## config.mk

```make
export PLATFORM = sky130hd
export DESIGN_NAME = alu_exec_unit_flat
export DESIGN_NICKNAME = d
export VERILOG_FILES = /design/src/rtl/alu_exec_if.sv /design/src/rtl/alu_exec_unit.sv /design/src/flat_wrapper.sv
export SDC_FILE = /design/constraint.sdc
export NUM_CORES = 1
export LEC_CHECK = 0
export BUFFER_PORTS_ARGS = -buffer_cell sky130_fd_sc_hd__clkbuf_2
export CORE_MARGIN = 2
export CORE_UTILIZATION = 55
export DETAILED_ROUTE_END_ITERATION = 10
export GPL_TIMING_DRIVEN = 0
export HOLD_SLACK_MARGIN = 0.06
export PLACE_DENSITY = 0.78
export REMOVE_ABC_BUFFERS = 1
export SETUP_SLACK_MARGIN = 0.2
export SLEW_MARGIN = 10
export SYNTH_ARGS = -nofsm -noshare
export SYNTH_HDL_FRONTEND = slang
export SYNTH_SLANG_ARGS = --single-unit
```

## constraint.sdc

```tcl
create_clock -name clk -period 3.3 [get_ports clk]
set_input_delay 0.66 -clock clk [delete_from_list [all_inputs] [get_ports clk]]
set_output_delay 0.66 -clock clk [all_outputs]
set_load 0.1 [all_outputs]
```

## src/rtl/alu_exec_if.sv

```systemverilog
// Request/response bundle between the ALU control decoder side (master)
// and the execution unit (slave).
interface alu_exec_if #(
  parameter int WIDTH   = 32,
  parameter int SHAMT_W = 5
);
  logic               start;
  logic [3:0]         ALU_input;
  logic [WIDTH-1:0]   a;
  logic [WIDTH-1:0]   b;
  logic [SHAMT_W-1:0] shamt;
  logic               busy;
  logic               done;
  logic [WIDTH-1:0]   result;
  logic               zero;
  logic               ovf;
  logic               illegal;

  modport master (
    output start, ALU_input, a, b, shamt,
    input  busy, done, result, zero, ovf, illegal
  );

  modport slave (
    input  start, ALU_input, a, b, shamt,
    output busy, done, result, zero, ovf, illegal
  );
endinterface

```

## src/rtl/alu_exec_unit.sv

```systemverilog
// ALU execution unit: single-cycle logic/arithmetic ops, iterative
// 1-bit-per-cycle SLL/SRL, registered result and flags, done pulse.
module alu_exec_unit #(
  parameter int WIDTH   = 32,
  parameter int SHAMT_W = 5
) (
  input  logic        clk,
  input  logic        rst_n,
  alu_exec_if.slave   bus
);

  localparam logic [3:0] OP_AND = 4'b0000;
  localparam logic [3:0] OP_OR  = 4'b0001;
  localparam logic [3:0] OP_ADD = 4'b0010;
  localparam logic [3:0] OP_SUB = 4'b0011;
  localparam logic [3:0] OP_SLT = 4'b0100;
  localparam logic [3:0] OP_NOR = 4'b0101;
  localparam logic [3:0] OP_SLL = 4'b1000;
  localparam logic [3:0] OP_SRL = 4'b1001;

  // EXEC is the one-cycle slot between accept and commit for non-shift ops.
  typedef enum logic [1:0] {S_IDLE, S_EXEC, S_SHIFT, S_DONE} state_e;

  state_e             state_q, state_d;
  logic [3:0]         op_q, op_d;
  logic [WIDTH-1:0]   a_q, a_d;
  logic [WIDTH-1:0]   b_q, b_d;
  logic [WIDTH-1:0]   work_q, work_d;
  logic [SHAMT_W-1:0] cnt_q, cnt_d;
  logic [WIDTH-1:0]   result_q, result_d;
  logic               zero_q, zero_d;
  logic               ovf_q, ovf_d;
  logic               illegal_q, illegal_d;

  logic [WIDTH-1:0]   alu_res;
  logic               alu_ovf;
  logic               alu_ill;
  logic [WIDTH-1:0]   alu_sum;
  logic [WIDTH-1:0]   alu_diff;
  logic [WIDTH-1:0]   work_next;

  // Single-cycle ALU on the latched operands.
  always_comb begin
    // NOTE: every signal assigned in a combinational block gets a default
    // first, so no path leaves it unassigned and no latch is inferred.
    alu_res  = '0;
    alu_ovf  = 1'b0;
    alu_ill  = 1'b0;
    alu_sum  = a_q + b_q;
    alu_diff = a_q - b_q;
    unique case (op_q)
      OP_AND: alu_res = a_q & b_q;
      OP_OR:  alu_res = a_q | b_q;
      OP_ADD: begin
        alu_res = alu_sum;
        alu_ovf = (a_q[WIDTH-1] == b_q[WIDTH-1]) && (alu_sum[WIDTH-1] != a_q[WIDTH-1]);
      end
      OP_SUB: begin
        alu_res = alu_diff;
        alu_ovf = (a_q[WIDTH-1] != b_q[WIDTH-1]) && (alu_diff[WIDTH-1] != a_q[WIDTH-1]);
      end
      OP_SLT: alu_res = {{(WIDTH-1){1'b0}}, ($signed(a_q) < $signed(b_q))};
      OP_NOR: alu_res = ~(a_q | b_q);
      // Only zero-length shifts reach the single-cycle path.
      OP_SLL, OP_SRL: alu_res = b_q;
      default: alu_ill = 1'b1;
    endcase
  end

  // One-bit zero-filled shift step for the working register.
  always_comb begin
    work_next = (op_q == OP_SLL) ? {work_q[WIDTH-2:0], 1'b0}
                                 : {1'b0, work_q[WIDTH-1:1]};
  end

  // Next-state and datapath register updates.
  always_comb begin
    state_d   = state_q;
    op_d      = op_q;
    a_d       = a_q;
    b_d       = b_q;
    work_d    = work_q;
    cnt_d     = cnt_q;
    result_d  = result_q;
    zero_d    = zero_q;
    ovf_d     = ovf_q;
    illegal_d = illegal_q;

    unique case (state_q)
      S_IDLE, S_DONE: begin
        state_d = S_IDLE;
        if (bus.start) begin
          op_d   = bus.ALU_input;
          a_d    = bus.a;
          b_d    = bus.b;
          work_d = bus.b;
          cnt_d  = bus.shamt;
          if ((bus.ALU_input == OP_SLL || bus.ALU_input == OP_SRL) && bus.shamt != '0)
            state_d = S_SHIFT;
          else
            state_d = S_EXEC;
        end
      end
      S_EXEC: begin
        result_d  = alu_res;
        zero_d    = (alu_res == '0);
        ovf_d     = alu_ovf;
        illegal_d = alu_ill;
        state_d   = S_DONE;
      end
      S_SHIFT: begin
        work_d = work_next;
        cnt_d  = cnt_q - SHAMT_W'(1);
        if (cnt_q == SHAMT_W'(1)) begin
          result_d  = work_next;
          zero_d    = (work_next == '0);
          ovf_d     = 1'b0;
          illegal_d = 1'b0;
          state_d   = S_DONE;
        end
      end
      default: state_d = S_IDLE;
    endcase
  end

  // State and datapath registers with asynchronous clear.
  always_ff @(posedge clk or negedge rst_n) begin
    if (!rst_n) begin
      state_q   <= S_IDLE;
      op_q      <= '0;
      a_q       <= '0;
      b_q       <= '0;
      work_q    <= '0;
      cnt_q     <= '0;
      result_q  <= '0;
      zero_q    <= 1'b0;
      ovf_q     <= 1'b0;
      illegal_q <= 1'b0;
    end else begin
      // NOTE: sequential state uses non-blocking assignments so every flop
      // samples the pre-edge values regardless of statement order.
      state_q   <= state_d;
      op_q      <= op_d;
      a_q       <= a_d;
      b_q       <= b_d;
      work_q    <= work_d;
      cnt_q     <= cnt_d;
      result_q  <= result_d;
      zero_q    <= zero_d;
      ovf_q     <= ovf_d;
      illegal_q <= illegal_d;
    end
  end

  assign bus.busy    = (state_q == S_SHIFT);
  assign bus.done    = (state_q == S_DONE);
  assign bus.result  = result_q;
  assign bus.zero    = zero_q;
  assign bus.ovf     = ovf_q;
  assign bus.illegal = illegal_q;

endmodule

```

## src/flat_wrapper.sv

```systemverilog
// flat-port wrapper written by rule: the top's interface ports become plain ports
module alu_exec_unit_flat 
#(
  parameter int WIDTH   = 32,
  parameter int SHAMT_W = 5
)
  (clk, rst_n, bus_start, bus_ALU_input, bus_a, bus_b, bus_shamt, bus_busy, bus_done, bus_result, bus_zero, bus_ovf, bus_illegal);
  alu_exec_if #(.WIDTH(WIDTH), .SHAMT_W(SHAMT_W)) bus_i ();
  input  logic clk;
  input  logic rst_n;
  input wire logic [$bits(bus_i.start)-1:0] bus_start;
  input wire logic [$bits(bus_i.ALU_input)-1:0] bus_ALU_input;
  input wire logic [$bits(bus_i.a)-1:0] bus_a;
  input wire logic [$bits(bus_i.b)-1:0] bus_b;
  input wire logic [$bits(bus_i.shamt)-1:0] bus_shamt;
  output wire logic [$bits(bus_i.busy)-1:0] bus_busy;
  output wire logic [$bits(bus_i.done)-1:0] bus_done;
  output wire logic [$bits(bus_i.result)-1:0] bus_result;
  output wire logic [$bits(bus_i.zero)-1:0] bus_zero;
  output wire logic [$bits(bus_i.ovf)-1:0] bus_ovf;
  output wire logic [$bits(bus_i.illegal)-1:0] bus_illegal;
  assign bus_i.start = bus_start;
  assign bus_i.ALU_input = bus_ALU_input;
  assign bus_i.a = bus_a;
  assign bus_i.b = bus_b;
  assign bus_i.shamt = bus_shamt;
  assign bus_busy = bus_i.busy;
  assign bus_done = bus_i.done;
  assign bus_result = bus_i.result;
  assign bus_zero = bus_i.zero;
  assign bus_ovf = bus_i.ovf;
  assign bus_illegal = bus_i.illegal;
  alu_exec_unit #(.WIDTH(WIDTH), .SHAMT_W(SHAMT_W)) u_core (.clk(clk), .rst_n(rst_n), .bus(bus_i));
endmodule
```

==> results by group <==
Floorplan
  • Core ar.: 21,760 um2
  • Site Rows: 54
  • IO Count: roughly 110
  • DIE AREA: roughly 23,000 um2
  • Initial Utilization: 55.72%
  • Chip width: 152.5 um
  • DIE HEIGHT: 152.5 um

STA
  • RSZ-0062 raised after global routing: yes
  • Hold slack: 0.1357 ns
  • Final Hold Viols: 0
  • Final setup fails: 4
  • Final Slew Violations: 0
  • Final min period: about 3.7 ns
  • Slew Limit Headroom: 30.62%
  • Final WS setup: -0.3952 ns
  • Sum Neg Setup Slack: -0.5086 ns
  • Least-Margin Pin Slew: about 1.0 ns
  • Fmax: between 0.2 and 0.3 GHz
  • Period utilisation layout: 112.0%
  • Clock Skew: between 0.01 and 0.015 ns

Place
  • RD Place Congestion: 0.9503
  • Placed Cells: between 1,500 and 2,000
  • Post-detail-place hpwl: between 20,000 and 30,000 um
  • Buffers on Ports: between 100 and 150

CTS
  • CTS max path bufs: 2
  • CTS tree: yes
  • Worst skew pair latency: ~0.45 ns
  • Clock slew at reported path FFs: roughly 0.070 ns
  • CTS root buf: clkbuf_16
  • Clk sinks: roughly 140
  • H-tree Lvls: 4
  • Cts bufs inserted: 17

Finish
  • Share of cells above drive strength 1: 27.89%
  • Multi-input logic area: approximately 8700 um2
  • Final Core Density: around 70%
  • Area delta synth->final: 22.46%
  • Area occupied by registers: 3575 um2
  • Fillcell total: approximately 1,700
  • Most common cell after layout, fill and taps aside: nand2_1
  • Total Nets Final: 1,751
  • Most frequent cells in the layout: nand2_1, o21ai_0, dfrtp_1, clkbuf_2, nor2_1
  • Layout Cells excl Fill: between 1,500 and 2,000

Synth
  • Synthesized flop and latch total: between 100 and 150
  • Adder-Cell Fraction of Synth Area: between 10% and 20%
  • Combinational family with the most area after synthesis: compound AO/OA/AOI/OAI gates
  • Post-synthesis mux area share: 9.630%
  • Yosys cell types: 86
  • Ys async rst share: 100.0%
  • Cells after Synth: between 1,000 and 1,500
  • Synth Flop Type: dfrtp_1
  • Compound-Gate Fraction of Synth Area: about a quarter
  • Ys Warns: 0
  • Mapped Area: approximately 12,000 um2
  • Simple-Gate Fraction of Synth Area: 15.50%
  • EDFF count, synth: 0
  • Share of the yosys chip area belonging to registers: 29.31%
  • Xor/xnor share of the synthesized area: 2.601%
  • Mean Syn Cell Area: ~8.3 um2

Global route
  • Vias in the first global route: about 12,000
  • First-pass GRT wire length: about 66,000 um
  • Initial antenna violation count: 2
  • Grt ovf: 0
  • Total global-route track usage: between 30% and 40%
  • Largest net degree at the start of global routing: 100

Drt
  • Wirelength, routed: around 42,000 um
  • Initial DRC count: roughly 1,200
  • Residual DRC: 0
  • Post-route ant nets: 0
  • Routed len/inst: between 20 and 25 um
  • Detail-routed via count per cell: 6.596
  • Drt pass-1 iters: 7
  • Vias: 12,300

Flow run
  • Max-Cap Viols: 0

Setup path
  • Flop-to-flop setup slack: -0.40 ns
  • Worst Path Arrival: 4.04 ns
  • CP Class: register to register
  • Critical Path RT: around 3.7 ns
  • Startpoint class of the critical path: register
  • CP endpoint kind: register
  • Worst Path Max Fanout: 5

Outcome
  • Violated checks: negative setup slack
  • Status: finished with violations

Min path
  • Hold WC Path Type: input pin to async pin
-- final timing paths --
check	startpoint	to	cells after the start
setup / recovery	u_core.a_q[2]$_DFFE_PN0P_	u_core.bus.zero$_DFFE_PN0P_	12
hold / removal	rst_n	u_core.bus.result[6]$_DFFE_PN0P_	1
setup reg to reg	u_core.a_q[2]$_DFFE_PN0P_	u_core.bus.zero$_DFFE_PN0P_	12
hold reg to reg	u_core.bus.illegal$_DFFE_PN0P_	u_core.bus.illegal$_DFFE_PN0P_	2
max in group asynchronous	rst_n	u_core.b_q[22]$_DFFE_PN0P_	2
min in group clk	bus_a[7]	u_core.a_q[7]$_DFFE_PN0P_	2
-- synthesized netlist by cell type (all sizes together), types with 13 or more instances --
| master | instances | area [um2] |
|---|---|---|
| a31oi | 13 | 81.33 |
| mux2 | 69 | 777.0 |
| o211ai | 34 | 255.2 |
| nand2b | 14 | 87.58 |
| nand3 | 23 | 115.1 |
| o21ai | 177 | 893.4 |
| nor2 | 96 | 360.4 |
| buf | 35 | 162.7 |
| nor3 | 28 | 145.1 |
| clkbuf | 55 | 206.5 |
| dfrtp | 142 | 3553 |
| xnor2 | 29 | 254.0 |
| nand4 | 14 | 87.58 |
| inv | 103 | 386.6 |
| ha | 104 | 1301 |
| a21oi | 96 | 484.2 |
| mux2i | 39 | 390.4 |
| nand2 | 170 | 638.1 |
| nor4 | 15 | 115.1 |
-- layout make-up --
type | instances | area share [%]
Clock buffer | 17 | 2.866
Antenna cell | 4 | 0.06743
Multi-Input combinational cell | 1133 | 58.84
Sequential cell | 142 | 24.08
Clock inverter | 14 | 1.003
Inverter | 104 | 2.664
Timing Repair Buffer | 171 | 8.117
Tap cell | 280 | 2.360
-- critical path: stages (launching register included) --
cell	delay, ns
dfrtp_1	0.46
ha_1	0.30
nor2_1	0.30
a21oi_4	0.12
o21a_1	0.22
or2_2	0.31
xnor2_1	0.16
a221oi_2	0.40
nand4_1	0.15
or4_4	0.47
nor4b_4	0.26
nand4b_1	0.20
o41ai_2	0.25
-- metal layers --
metal	vias up	part of all wire [%]	track usage (%)
li1	5505	-	-
met1	5897	41	48.57
met2	763	45	55.21
met3	135	10	7.395
met4	2	4.3	15.21
met5	-	0.078	0
-- sequential cells by signal, indices dropped and copies added (netlist names) --
| register | flops |
|---|---|
| u_core.bus.zero | 1 |
| u_core.b_q | 32 |
| u_core.bus.ovf | 1 |
| u_core.a_q | 32 |
| u_core.state_q | 2 |
| u_core.op_q | 4 |
| u_core.work_q | 32 |
| u_core.bus.result | 32 |
| u_core.cnt_q | 5 |
| u_core.bus.illegal | 1 |
-- stage by stage --
step | setup slack, ns | instance area, um2
after floorplan | -2.349 | 11750
after CTS | -0.2741 | 14570
after global placement | -4.047 | 12660
final | -0.3952 | 14840
after global routing | -0.4479 | 14830
after detailed placement | -1.146 | 13010
-- timing repair --
action                                  in CTS  in global routing
pin swaps                                   41                 22
setup buffers                               35                  6
hold buffers                                 0                  0
gates cloned                                 0                  0
resized for setup                          156                 53
endpoints found under the setup margin      30                 17
-- kinds of logic after synthesis --
kind of cell,Yosys count
compound gates,478
xor+xnor,36
fa+ha+maj,107
buf+inv,194
flops,142
mux,108
simple gates,404
Power is left out: the tool's default activity adds up to more than one toggle a clock period on the data nets, which glitch-free logic cannot reach.
